$ cat config.mk
export PLATFORM = sky130hd
export DESIGN_NAME = cdc_tx_queue_flat
export DESIGN_NICKNAME = d
export VERILOG_FILES = /design/src/rtl/cdc_tx_queue_if.sv /design/src/rtl/cdc_tx_queue.sv /design/src/flat_wrapper.sv
export SDC_FILE = /design/constraint.sdc
export NUM_CORES = 1
export LEC_CHECK = 0
export BUFFER_PORTS_ARGS = -buffer_cell sky130_fd_sc_hd__buf_4
export CAP_MARGIN = 5
export CORE_ASPECT_RATIO = 0.8
export CORE_UTILIZATION = 37
export DETAILED_ROUTE_END_ITERATION = 8
export SYNTH_ARGS = -nofsm -noshare
export SYNTH_HDL_FRONTEND = slang
export SYNTH_SLANG_ARGS = --single-unit
$ cat constraint.sdc
create_clock -name clk_a -period 3 [get_ports clk_a]
set_input_delay 0.3 -clock clk_a [delete_from_list [all_inputs] [get_ports clk_a]]
set_output_delay 0.3 -clock clk_a [all_outputs]
set_load 0.1 [all_outputs]
$ cat src/rtl/cdc_tx_queue_if.sv
// Producer / synchroniser-facing bundle for cdc_tx_queue.
// slave = the queue itself, master = the domain-A producer and synchroniser side.
interface cdc_tx_queue_if #(
    parameter int unsigned width = 8,
    parameter int unsigned depth = 4
);
    localparam int unsigned level_w = $clog2(depth + 1);

    logic               wr_en;
    logic [width-1:0]   wr_data;
    logic               full;
    logic               empty;
    logic [level_w-1:0] level;
    logic               mcp_ready;
    logic               mcp_send;
    logic [width-1:0]   mcp_data;
    logic               overflow;
    logic               overflow_clr;

    modport master (
        output wr_en, wr_data, mcp_ready, overflow_clr,
        input  full, empty, level, mcp_send, mcp_data, overflow
    );

    modport slave (
        input  wr_en, wr_data, mcp_ready, overflow_clr,
        output full, empty, level, mcp_send, mcp_data, overflow
    );
endinterface

$ cat src/rtl/cdc_tx_queue.sv
// Domain-A transmit queue feeding the multi-cycle-path synchroniser's send/ready handshake.
// Define CDC_TXQ_OVERFLOW_EN to build the sticky write-while-full overflow flag.
module cdc_tx_queue #(
    parameter int unsigned      width     = 8,
    parameter int unsigned      depth     = 4,
    parameter logic [width-1:0] reset_val = '0
) (
    input logic           clk_a,
    input logic           reset,
    cdc_tx_queue_if.slave bus
);
    localparam int unsigned ptr_w = $clog2(depth);
    localparam int unsigned cnt_w = $clog2(depth + 1);

    logic [ptr_w-1:0] wr_ptr;
    logic [ptr_w-1:0] rd_ptr;
    logic [cnt_w-1:0] count;
    logic [width-1:0] mem [depth];

    logic full_c;
    logic empty_c;
    logic send_c;
    logic push;
    logic pop;

    // Flags decode the registered count only, so they move on edges or reset.
    assign full_c  = (count == cnt_w'(depth));
    assign empty_c = (count == cnt_w'(0));
    assign send_c  = ~empty_c & bus.mcp_ready;
    assign push    = bus.wr_en & ~full_c;
    assign pop     = send_c;

    assign bus.full     = full_c;
    assign bus.empty    = empty_c;
    assign bus.level    = count;
    assign bus.mcp_send = send_c;
    assign bus.mcp_data = mem[rd_ptr];

    // Pointers wrap naturally because depth is a power of two.
    always_ff @(posedge clk_a or posedge reset) begin
        if (reset) begin
            wr_ptr <= '0;
            rd_ptr <= '0;
            count  <= '0;
        end else begin
            if (push) wr_ptr <= wr_ptr + ptr_w'(1);
            if (pop)  rd_ptr <= rd_ptr + ptr_w'(1);
            if (push && !pop)      count <= count + cnt_w'(1);
            else if (pop && !push) count <= count - cnt_w'(1);
        end
    end

    // Storage; a full-cycle write cannot land in the slot being popped the same edge.
    always_ff @(posedge clk_a or posedge reset) begin
        if (reset) begin
            for (int i = 0; i < int'(depth); i++) mem[i] <= reset_val;
        end else if (push) begin
            mem[wr_ptr] <= bus.wr_data;
        end
    end

`ifdef CDC_TXQ_OVERFLOW_EN
    logic overflow_q;

    // Sticky drop indicator; a coincident set beats the clear.
    always_ff @(posedge clk_a or posedge reset) begin
        if (reset)                  overflow_q <= 1'b0;
        else if (bus.wr_en && full_c) overflow_q <= 1'b1;
        else if (bus.overflow_clr)  overflow_q <= 1'b0;
    end

    assign bus.overflow = overflow_q;
`else
    logic unused_overflow_clr;

    assign unused_overflow_clr = bus.overflow_clr;
    assign bus.overflow        = 1'b0;
`endif
endmodule

$ cat src/flat_wrapper.sv
// flat-port wrapper written by rule: the top's interface ports become plain ports
module cdc_tx_queue_flat 
#(
    parameter int unsigned      width     = 8,
    parameter int unsigned      depth     = 4,
    parameter logic [width-1:0] reset_val = '0
)
  (clk_a, reset, bus_wr_en, bus_wr_data, bus_mcp_ready, bus_overflow_clr, bus_full, bus_empty, bus_level, bus_mcp_send, bus_mcp_data, bus_overflow);
  cdc_tx_queue_if #(.width(width), .depth(depth)) bus_i ();
  input logic clk_a;
  input logic reset;
  input wire logic [$bits(bus_i.wr_en)-1:0] bus_wr_en;
  input wire logic [$bits(bus_i.wr_data)-1:0] bus_wr_data;
  input wire logic [$bits(bus_i.mcp_ready)-1:0] bus_mcp_ready;
  input wire logic [$bits(bus_i.overflow_clr)-1:0] bus_overflow_clr;
  output wire logic [$bits(bus_i.full)-1:0] bus_full;
  output wire logic [$bits(bus_i.empty)-1:0] bus_empty;
  output wire logic [$bits(bus_i.level)-1:0] bus_level;
  output wire logic [$bits(bus_i.mcp_send)-1:0] bus_mcp_send;
  output wire logic [$bits(bus_i.mcp_data)-1:0] bus_mcp_data;
  output wire logic [$bits(bus_i.overflow)-1:0] bus_overflow;
  assign bus_i.wr_en = bus_wr_en;
  assign bus_i.wr_data = bus_wr_data;
  assign bus_i.mcp_ready = bus_mcp_ready;
  assign bus_i.overflow_clr = bus_overflow_clr;
  assign bus_full = bus_i.full;
  assign bus_empty = bus_i.empty;
  assign bus_level = bus_i.level;
  assign bus_mcp_send = bus_i.mcp_send;
  assign bus_mcp_data = bus_i.mcp_data;
  assign bus_overflow = bus_i.overflow;
  cdc_tx_queue #(.width(width), .depth(depth), .reset_val(reset_val)) u_core (.clk_a(clk_a), .reset(reset), .bus(bus_i));
endmodule
==> impl_metrics.json <==
{
  "finalNonFillerCells": 207,
  "drt_first_pass_iters": 2,
  "synth_area_um2": 1800,
  "ctsResizeCount": 0,
  "post_cts_buffers": 0,
  "clock_sinks": 39,
  "met1_length_mm": 1.49,
  "fp.dieW_um": 79.9,
  "period_share_pct": 70.5,
  "grt_pass1_vias": 1066,
  "setup_viol": 0,
  "cp-startpoint": "u_core.rd_ptr[1]",
  "crit_path_top_delay_cell": "dfrtp_1",
  "gp_congestion": 0.715,
  "rsz0062_at_grt": "false",
  "viasPerCell": 4.89,
  "layout-drive-gt1-share_pct": 56.5,
  "antenna_found_initial": 0,
  "insertion_delay_ns": 0.28,
  "antenna_left": 0,
  "die_area_um2": 5140,
  "grt_pass1_wl_mm": 5.47,
  "path_delay_family": "flip-flops",
  "root_buffer": "clkbuf_8",
  "ys_seq_area_share_pct": 54.3,
  "synth_fp_nets": 135,
  "worstSetupEndpoint": "bus_mcp_data[2]",
  "arrival_ns": 1.81,
  "cts-buffers-inserted": 5,
  "hold_viol_final": 0,
  "port_buffers": 25,
  "n_antenna_cell": 0,
  "crit_required_ns": 2.70,
  "fin_worst_skew_ns": 0.00704,
  "ys_ff_latch": 39,
  "syn_inst": 116,
  "status": "complete, no violations",
  "synth.distinct_cells": 19,
  "path_class": "flop to output port",
  "cap_violations": 0,
  "grt_max_degree": 40,
  "crit_chain": "mux4_2 -> buf_4",
  "timing.rr.end": "u_core.bus.level[1]",
  "top_layer_used": "met4",
  "hold_slack_ns": 0.126,
  "layout.nets": 165,
  "syn_area_per_cell_um2": 15.5,
  "slew_violations": 0,
  "slew_headroom_pct": 62.0,
  "met3_wirelength_um": 129,
  "cts.clk_slew.worst_paths_ns": 0.07,
  "drt-initial-drc-count": 76,
  "cpPeakStageDelay_ns": 0.68,
  "cp-start-kind": "flop",
  "rrSetupSlack_ns": 0.89,
  "dp_hpwl_mm": 2.24,
  "vias": 1013,
  "wire_per_inst_um": 15.6,
  "cp.depth": 2,
  "cp-end-kind": "output port",
  "clockBufferDepth": 2,
  "postCtsHoldBufs": 0,
  "fmax_mhz": 473,
  "grt_usage_pct": 14.9,
  "final.fill_count": 431,
  "fin_setup_tns_ns": 0,
  "tightest_slew_ns": 0.569,
  "die_y_um": 64.4,
  "overflow": 0,
  "dp.cells": 199,
  "cp_max_fo": 9,
  "r2r_start": "u_core.bus.level[1]",
  "cts_tree": "built",
  "io-pin-count": 28,
  "post-route-drc-count": 0,
  "routed_wirelength_mm": 3.23,
  "r2r_cells": 6,
  "yosys_warnings": 0,
  "fin_crit_ns": 2.11,
  "core_area_um2": 4620,
  "min_path_type": "input pin to asynchronous set/reset pin",
  "path_buf_inv": 1,
  "rows": 22,
  "syn_to_final_growth_pct": 20.5,
  "routed-wl-met2_mm": 1.57,
  "start_util_pct": 38.9,
  "cts_max_level": 2
}
==> logic make-up after synthesis <==
kind of cell | count (synthesis) | share of synthesized area, %
flops | 39 | 54.3
other cells | 1 | 0.209
xor+xnor | 6 | 2.92
mux | 42 | 31.3
fa+ha+maj | 6 | 4.59
simple gates | 14 | 4.66
buf+inv | 8 | 2.02
==> worst register-to-register path: cells and delay by family (launching register included) <==
family	cells	cell delay, ns
flops	1	0.53
simple gates	2	0.51
mux	1	0.26
fa+ha+maj	2	0.63
buf+inv	1	0.07
==> cell usage after synthesis <==
master     n  area, µm²
fa_1       1       20.0
xor2_1     3       26.3
ha_1       5       62.6
nand2b_1   1       6.26
xnor2_1    3       26.3
nor2_1     1       3.75
conb_1     1       3.75
buf_4      1       7.51
nor3_1     1       5.00
nor2_2     4       25.0
mux2_2    32        360
mux4_2     8        180
dfrtp_1   39        976
inv_1      5       18.8
nand2_1    5       18.8
nor2b_1    1       6.26
buf_2      2       10.0
mux2_1     2       22.5
nor3b_4    1       18.8
==> sequential cells by signal, indices dropped and copies added (netlist names) <==
name              count
u_core.wr_ptr         2
u_core.mem           32
u_core.rd_ptr         2
u_core.bus.level      3
==> through the flow <==
step | area, µm² | setup WS [ns] | util, %
floorplan | 1820 | 0.0759 | -
global placement | 2080 | 0.931 | 44.9
detailed placement | 2080 | 0.881 | 44.9
CTS | 2170 | 0.846 | 46.9
global route | 2170 | 0.763 | 46.9
finish | 2170 | 0.886 | 46.9
==> how the worst min path moves through the flow <==
stage                         startpoint             endpoint  depth (start not counted)
after global placement             reset  u_core.bus.level[2]                          3
after CTS                          reset  u_core.bus.level[2]                          3
after global routing               reset  u_core.bus.level[2]                          3
after floorplan           bus_wr_data[0]       u_core.mem[24]                          1
after detailed placement           reset  u_core.bus.level[2]                          3
final                              reset  u_core.bus.level[2]                          3
==> routing by layer <==
metal | up-vias | global-route usage [%]
met5 | - | 0
met4 | 0 | 5.36
li1 | 464 | -
met3 | 5 | 4.00
met2 | 19 | 22.0
met1 | 525 | 20.9
==> cells in the final DEF (no fill, tap or decap), drive strengths merged <==
master and count:
dfrtp 39, mux2 34, buf 26, mux4 8, clkbuf 7, nand2 5
inv 5, ha 5, nor2 5, xnor2 3, xor2 3, nor3b 1
nor2b 1, nor3 1, nand2b 1, fa 1, conb 1, clkinv 1
==> final cells by class <==
| cell class | instances | area [µm²] | area share, % |
|---|---|---|---|
| inverters | 5 | 18.8 | 0.866 |
| multi-input cells | 69 | 800 | 36.9 |
| clock buffers | 7 | 86.3 | 3.98 |
| repair buffers | 26 | 195 | 9.01 |
| well taps | 60 | 75.1 | 3.46 |
| flip-flops and latches | 39 | 987 | 45.6 |
| clock inverters | 1 | 5.00 | 0.231 |
Power is not shown: default switching activity piles up to over one toggle a cycle in this logic, so the estimate is an artifact.
